===== config.mk =====
export PLATFORM = sky130hd
export DESIGN_NAME = score_ssd_driver
export DESIGN_NICKNAME = d
export VERILOG_FILES = /design/src/rtl/score_ssd_driver.sv
export SDC_FILE = /design/constraint.sdc
export NUM_CORES = 1
export LEC_CHECK = 0
export CAP_MARGIN = 10
export CELL_PAD_IN_SITES_DETAIL_PLACEMENT = 0
export CELL_PAD_IN_SITES_GLOBAL_PLACEMENT = 2
export CORE_MARGIN = 2
export CORE_UTILIZATION = 30
export CTS_CLUSTER_DIAMETER = 80
export CTS_CLUSTER_SIZE = 40
export DETAILED_ROUTE_END_ITERATION = 12
export GPL_TIMING_DRIVEN = 0
export PLACE_DENSITY = 0.66
export SLEW_MARGIN = 20
export SYNTH_ARGS = -nofsm -noshare
export SYNTH_HDL_FRONTEND = slang
export SYNTH_SLANG_ARGS = --single-unit

===== constraint.sdc =====
create_clock -name clk -period 4.65 [get_ports clk]
set_clock_uncertainty 0.05 [all_clocks]
set_input_delay 0.93 -clock clk [delete_from_list [all_inputs] [get_ports clk]]
set_output_delay 0.93 -clock clk [all_outputs]
set_load 0.005 [all_outputs]

===== src/rtl/score_ssd_driver.sv =====
// score_ssd_driver: converts a 16-bit binary score to four BCD digits with a
// sequential double-dabble engine, then time-multiplexes those digits onto a
// 4-digit common-anode seven-segment display. Scores above 9999 show 9999.
//
// Optional feature macro: LEADING_ZERO_BLANK_EN
//   defined     -> digits 3..1 are blanked while they and every more
//                  significant digit are zero (digit 0 is always shown)
//   not defined -> all four digits are always shown, including leading zeros
//
// Ports:
//   clk    in   1  system clock
//   rst_n  in   1  asynchronous active-low reset
//   score  in  16  unsigned binary score, sampled only while idle
//   an     out  4  digit enables, active-low, an[0] = ones digit
//   seg    out  7  cathodes {g,f,e,d,c,b,a}, active-low
//   dp     out  1  decimal point, active-low, held off
//   busy   out  1  high while a conversion is in flight
module score_ssd_driver #(
    parameter int unsigned SCAN_BITS = 18
) (
    input  logic        clk,
    input  logic        rst_n,
    input  logic [15:0] score,
    output logic [3:0]  an,
    output logic [6:0]  seg,
    output logic        dp,
    output logic        busy
);

    localparam int unsigned SCORE_W = 16;
    localparam int unsigned CNT_W   = 4;
    localparam int unsigned DIGITS  = 4;
    localparam logic [SCORE_W-1:0] SAT_LIMIT  = 16'd9999;
    localparam logic [SCORE_W-1:0] SAT_DIGITS = 16'h9999;
    localparam logic [6:0]         SEG_BLANK  = 7'b1111111;

    typedef enum logic [1:0] {
        ST_IDLE = 2'd0,
        ST_CONV = 2'd1,
        ST_LOAD = 2'd2
    } state_e;

    state_e                 state_q, state_d;
    logic [SCORE_W-1:0]     score_last_q, score_last_d;
    logic [SCORE_W-1:0]     shreg_q, shreg_d;
    logic [SCORE_W-1:0]     bcd_q, bcd_d;
    logic [CNT_W-1:0]       cnt_q, cnt_d;
    logic [SCORE_W-1:0]     digits_q, digits_d;
    logic                   busy_q, busy_d;
    logic [SCAN_BITS-1:0]   scan_q, scan_d;
    logic [DIGITS-1:0]      an_q, an_d;
    logic [6:0]             seg_q, seg_d;
    logic                   dp_q, dp_d;

    logic [SCORE_W-1:0]     bcd_adj;
    logic [2*SCORE_W-1:0]   dabble_shift;
    logic [1:0]             scan_sel;
    logic [3:0]             scan_nib;
    logic                   scan_blank;

    // Active-low seven-segment pattern, {g,f,e,d,c,b,a}
    function automatic logic [6:0] seg_decode(input logic [3:0] nib);
        logic [6:0] pat;
        case (nib)
            4'd0:    pat = 7'b1000000;
            4'd1:    pat = 7'b1111001;
            4'd2:    pat = 7'b0100100;
            4'd3:    pat = 7'b0110000;
            4'd4:    pat = 7'b0011001;
            4'd5:    pat = 7'b0010010;
            4'd6:    pat = 7'b0000010;
            4'd7:    pat = 7'b1111000;
            4'd8:    pat = 7'b0000000;
            4'd9:    pat = 7'b0010000;
            default: pat = SEG_BLANK;
        endcase
        return pat;
    endfunction

    // One double-dabble step: add 3 to every nibble >= 5, then shift left
    always_comb begin
        bcd_adj = bcd_q;
        for (int i = 0; i < int'(DIGITS); i++) begin
            if (bcd_q[4*i +: 4] >= 4'd5) begin
                bcd_adj[4*i +: 4] = bcd_q[4*i +: 4] + 4'd3;
            end
        end
        dabble_shift = {bcd_adj, shreg_q} << 1;
    end

    // Converter next-state and datapath
    always_comb begin
        state_d      = state_q;
        score_last_d = score_last_q;
        shreg_d      = shreg_q;
        bcd_d        = bcd_q;
        cnt_d        = cnt_q;
        digits_d     = digits_q;

        case (state_q)
            ST_IDLE: begin
                if (score != score_last_q) begin
                    score_last_d = score;
                    shreg_d      = score;
                    bcd_d        = '0;
                    cnt_d        = '0;
                    state_d      = ST_CONV;
                end
            end
            ST_CONV: begin
                bcd_d   = dabble_shift[2*SCORE_W-1:SCORE_W];
                shreg_d = dabble_shift[SCORE_W-1:0];
                cnt_d   = cnt_q + 4'd1;
                if (cnt_q == 4'd15) begin
                    state_d = ST_LOAD;
                end
            end
            ST_LOAD: begin
                // Saturate on the captured value so the live input cannot race it
                digits_d = (score_last_q > SAT_LIMIT) ? SAT_DIGITS : bcd_q;
                state_d  = ST_IDLE;
            end
            default: begin
                state_d = ST_IDLE;
            end
        endcase

        busy_d = (state_d != ST_IDLE);
    end

    // Display scan: select one digit from the top two scan counter bits
    always_comb begin
        scan_d   = scan_q + SCAN_BITS'(1);
        scan_sel = scan_q[SCAN_BITS-1 -: 2];
        scan_nib = 4'(digits_q >> {scan_sel, 2'b00});

`ifdef LEADING_ZERO_BLANK_EN
        // A digit is blank when it and all more significant digits are zero
        case (scan_sel)
            2'd3:    scan_blank = (digits_q[15:12] == 4'd0);
            2'd2:    scan_blank = (digits_q[15:8]  == 8'd0);
            2'd1:    scan_blank = (digits_q[15:4]  == 12'd0);
            default: scan_blank = 1'b0;
        endcase
`else
        scan_blank = 1'b0;
`endif

        an_d  = ~(4'b0001 << scan_sel);
        seg_d = scan_blank ? SEG_BLANK : seg_decode(scan_nib);
        dp_d  = 1'b1;
    end

    // State and output registers
    always_ff @(posedge clk or negedge rst_n) begin
        if (!rst_n) begin
            state_q      <= ST_IDLE;
            score_last_q <= '0;
            shreg_q      <= '0;
            bcd_q        <= '0;
            cnt_q        <= '0;
            digits_q     <= '0;
            busy_q       <= 1'b0;
            scan_q       <= '0;
            an_q         <= 4'b1111;
            seg_q        <= SEG_BLANK;
            dp_q         <= 1'b1;
        end else begin
            state_q      <= state_d;
            score_last_q <= score_last_d;
            shreg_q      <= shreg_d;
            bcd_q        <= bcd_d;
            cnt_q        <= cnt_d;
            digits_q     <= digits_d;
            busy_q       <= busy_d;
            scan_q       <= scan_d;
            an_q         <= an_d;
            seg_q        <= seg_d;
            dp_q         <= dp_d;
        end
    end

    assign an   = an_q;
    assign seg  = seg_q;
    assign dp   = dp_q;
    assign busy = busy_q;

endmodule


Word level (Yosys, flattened, before mapping)
Memories as Yosys holds them, arrays and structs flattened. A register that Yosys moved wholly into a read port is not among the register bits.
Cells that the tools add are included.
Widths: inputs -> output; s select.
{"block": "totals", "out_inout_bits": 13, "word_cells": 49, "rom_bits": 112, "memories": 1, "reg_bits": 93}
{"block": "classes", "addsub": 6, "n_bitwise": 1, "n_shift": 2, "reduce_logical": 6, "n_eq_ne": 5, "n_mux": 14, "n_lt_le_gt_ge": 5}
{"name": "(no name shown)", "depth": 16, "word_bits": 7, "read_ports": 1, "rd_clocked_by_memory_dff": 1, "write_ports": 0, "line_no": "64", "source": "case (nib)"}
{"operator": "$pmux 16 s2", "n": 2}
{"operator": "$mux 16", "n": 3}
{"operator": "$add 18x1->18 const B", "n": 1}
{"operator": "$ge 4x3->1 const B", "n": 4}
{"operator": "$gt 16x14->1 const B", "n": 1}
{"operator": "$mux 4", "n": 4}
{"operator": "$ne 16x16->1", "n": 1}
{"operator": "$shr 16x4->4", "n": 1}
{"operator": "$add 4x2->4 const B", "n": 3}
{"operator": "$pmux 4 s2", "n": 1}
{"operator": "$add 4x1->4 const B", "n": 1}
{"operator": "$eq 4x4->1 const B", "n": 1}
{"operator": "$mux 2", "n": 2}
{"operator": "$not 4->4", "n": 1}
{"operator": "$pmux 2 s2", "n": 1}
{"operator": "$reduce_and 2->1", "n": 2}
{"operator": "$reduce_bool 2->1", "n": 2}
{"operator": "$shl 1x2->4 const A", "n": 1}
{"operator": "$add 3x2->3 const B", "n": 1}
{"operator": "$mux 3", "n": 1}
{"operator": "$eq 2x1->1 const B", "n": 1}
{"operator": "$eq 2x2->1 const B", "n": 1}
{"operator": "$logic_not 2->1", "n": 1}
{"operator": "$ne 2x2->1 const B", "n": 1}
{"operator": "$logic_not 1->1", "n": 1}

Depth between registers and ports, before layout
{"block": "logic_depth", "depth_word": 4, "depth_mapped": 8}

Worst setup path after synthesis
Ideal clock, no wire load.
{"block": "synth_timing", "kind": "input -> register", "startpoint": "input score[13]", "endpoint": "register shreg_q[15]", "arrival_time_ns": 2.133, "setup_slack_ns": 2.341, "stages": 6, "setup_time_ns": 0.126, "path_cell_list": "xnor2_1 > nand4_1 > nor4_2 > nor3_2 > buf_2 > a221o_1"}
{"block": "synth_via", "elab_chain_len": 3}
{"element": "from (decl)", "line_no": "23", "source": "input logic [15:0] score,"}
{"element": "$ne 16x16->1", "line_no": "102", "source": "if (score != score_last_q) begin"}
{"element": "$ne 2x2->1 (no source line)"}
{"element": "$reduce_and 2->1 (no source line)"}
{"element": "to (signal assigned)", "line_no": "171", "source": "shreg_q <= shreg_d;"}
{"element": "to (decl)", "line_no": "45", "source": "logic [SCORE_W-1:0] shreg_q, shreg_d;"}
No other way between the ends.
A chain may end at the register's enable or synchronous reset.

Worst setup path in the final report
{"block": "layout_timing", "startpoint": "input score[12]", "endpoint": "register shreg_q[8]"}
Same word-level chain as after synthesis.

==> flow_summary.yaml <==
outcome:
  result_of_the_run: "complete, no violations"
cts:
  cts-root-to-sink-buffers: 2
  insertion_delay_ps: 340
  htree_levels: 3
  clock-root-buffer: "clkbuf_16"
  cts_tree: "yes"
  clock_sink_count: 100
  path_clk_slew_ps: 70
  ctsResizeCount: 0
  post-cts-setup-buffer-count: 0
  ctsHoldBuffers: 0
  cts_buffers: 9
synth:
  synth_top_cells_by_count: "89 x dfrtp_1, 35 x nand2_1, 33 x xnor2_1"
  synthArstFlopShare: 1.00
  syn-num-nets: 437
  number_of_flops_mapped_to_enable_cells_by_yosys: 0
  yosysMostFrequentCell: "dfrtp_1"
  synth_seq_area_share: 0.542
  synth_area_leader_cell: "dfrtp_1"
  synth-seq-cells: 100
  ys_warn_count: 0
  synth_top_cell_area_share: 0.479
  synth_cell_types: 43
  synth_flop_cell: "dfrtp_1"
  syn-mean-instance-area_um2: 11.5
  syn-cell-area_mm2: 0.00465
  syn_inst: 404
  synth_area_leaders: "dfrtp_1 48%, dfstp_2 6.2%, xnor2_1 6.2%"
worst_setup_path:
  worstPathRequired_ps: 4830
  start_kind: "input pin"
  critPathArrivalTime_ps: 2910
  timing.critical_path.slowest_stage_cell: "clkdlybuf4s50_1"
  critical_path.max_fanout: 10
  worst_path_largest_cell_delay_ps: 540
  worstPathCellList: "clkdlybuf4s50_1 > xnor2_1 > nand4_1 > nor4_2 > nor3_2 > buf_2 > a221o_1"
  worst_r2r_path_depth: 4
  crit_path_end_kind: "register"
  timing_worst_setup_path_type: "input pin to register"
final_layout:
  flow.area_growth_from_synthesis_pct: 18.6
  layout.filler_cells: 1457
  antenna-diode-count: 0
  multi_input_area_mm2: 0.00198
  nNetsFinal: 478
  post_route_cells_drive_above_1_share: 0.131
  ff_latch_area_mm2: 0.00252
timing:
  layout_min_cycle_time_ps: 2730
  final-setup-viol-count: 0
  maxClockFrequency_mhz: 366
  worst_slew_margin_rel: 0.465
  post-route-period-util: 0.587
  maxSlewViolCount: 0
  hold_violations: 0
  worst_slew_pin_slew_ps: 800
  worst_slack_ps: 1920
  rsz0062_at_grt: "no"
flow_run:
  cap_viol_max_count: 0
power:
  leakage_nw: 2.31
  total_power_mw: 3.16
  peakVddDrop_mv: 0.192
  power.density_mw_per_mm2: 575
placed_design:
  placement.setup.worst_slack_ps: 1570
  hpwlAfterDp_mm: 6.80
  place.port_buffers: 29
  gpl.final_weighted_congestion: 0.776
floorplan:
  die_width_um: 128
  initial_utilization: 0.307
  design.die.area_mm2: 0.0165
  design.portCount: 31
  die_height_um: 128
  core.rowCount: 45
  design.core.area_mm2: 0.0151
grt:
  first_pass_grt_wire_length_mm: 17.1
  overflow: 0
  track_usage: 0.134
  grt_max_degree: 73
  antenna_found_initial: 0
  grt_pass1_vias: 3162
drt:
  wire_per_inst_um: 15.3
  vias_per_cell: 4.85
  drt_iter0_markers: 209
  wl_mm: 9.77
  antenna_violating_nets_post_route: 0
  num_vias: 3097
  drt-pass1-iter-count: 4
  drc: 0
worst_hold_path:
  hold_path_class: "input pin to asynchronous set/reset pin"
routing by layer:
metal  vias up  part of all wire  GRT usage
met2        40              0.45      0.193
met3         6             0.028     0.0395
li1       1522                 -          -
met4         0            0.0093     0.0388
met1      1529              0.52      0.194
met5         -                 0          0
metrics by stage:
step	cell area, um^2	TNS (ps)	utilization	hold slack, ps	instances
after CTS	5510	0	0.364	412	638
after floorplan	4650	0	-	386	404
after global routing	5510	0	0.364	415	638
after global placement	5170	-117300	0.341	401	621
final	5510	0	0.364	408	638
after detailed placement	5200	0	0.343	409	622
cells in the final DEF, fill, tap and decap left out, types with 2 or more instances in the layout:
| master | count |
|---|---|
| mux4_2 | 3 |
| a22o_1 | 5 |
| inv_1 | 15 |
| nor4b_1 | 4 |
| a221o_1 | 15 |
| o32ai_1 | 2 |
| a21oi_1 | 18 |
| mux2_2 | 17 |
| nand2b_1 | 7 |
| nand2_1 | 35 |
| and3_1 | 19 |
| xnor2_1 | 33 |
| clkbuf_8 | 3 |
| xor2_1 | 6 |
| o22ai_1 | 10 |
| a21o_1 | 2 |
| nor2_1 | 16 |
| nor3b_1 | 2 |
| dfrtp_1 | 89 |
| nor2b_1 | 2 |
| clkbuf_16 | 9 |
| o22a_1 | 4 |
| dfstp_2 | 11 |
| nand4_1 | 5 |
| a31oi_1 | 4 |
| nand3_1 | 11 |
| mux2i_1 | 5 |
| clkbuf_1 | 13 |
| clkdlybuf4s50_1 | 28 |
| o21ai_0 | 18 |
| ha_1 | 15 |
| buf_4 | 5 |
| buf_2 | 3 |
kinds of logic (layout without fill, tap and decap cells):
group,after synthesis,count (layout),synth area share
AND/OR/NAND/NOR,107,107,0.118
flip-flops,100,100,0.542
AO/OA/AOI/OAI,83,83,0.127
XOR/XNOR,39,39,0.0735
buffers and inverters,34,80,0.0323
multiplexers,25,25,0.0665
adder cells (fa/ha/maj),15,15,0.0404
other,1,1,0.000807
worst paths after layout:
kind / from / end / slack (ps)
setup / recovery: score[12] / shreg_q[8] / 1920
max in group asynchronous: rst_n / an[3] / 3470
setup reg to reg: score_last_q[4] / digits_q[4] / 2510
hold / removal: rst_n / cnt_q[0] / 410
hold reg to reg: scan_q[11] / scan_q[11] / 410
min in group clk: scan_q[11] / scan_q[11] / 410
area by class of cell:
class,instances,share of cell area
Buffer,18,0.0164
Clock buffer,15,0.0504
Clock inverter,1,0.00545
Inverter,16,0.0109
Multi-Input combinational cell,270,0.359
Sequential cell,100,0.457
Tap cell,188,0.0427
Timing Repair Buffer,30,0.0579
report_power, final:
group	leakage [nW]	internal (mW)	switching, mW
registers	1.21	1.16	0.217
clock network	0.150	0.462	0.312
logic	0.950	0.517	0.495
total	2.31	2.14	1.02
critical path: cells and delay by family:
kind / cells / cell delay, ps
xor+xnor: 1 / 140
simple gates: 3 / 690
compound gates: 1 / 370
buf+inv: 2 / 770
registers in the layout (all words and copies together) (netlist names):
register	count
cnt_q	4
an	4
shreg_q	16
scan_q	18
seg	7
bcd_q	16
busy	1
state_q	2
score_last_q	16
digits_q	16
Note: power is estimated with default switching activity, not from simulation.
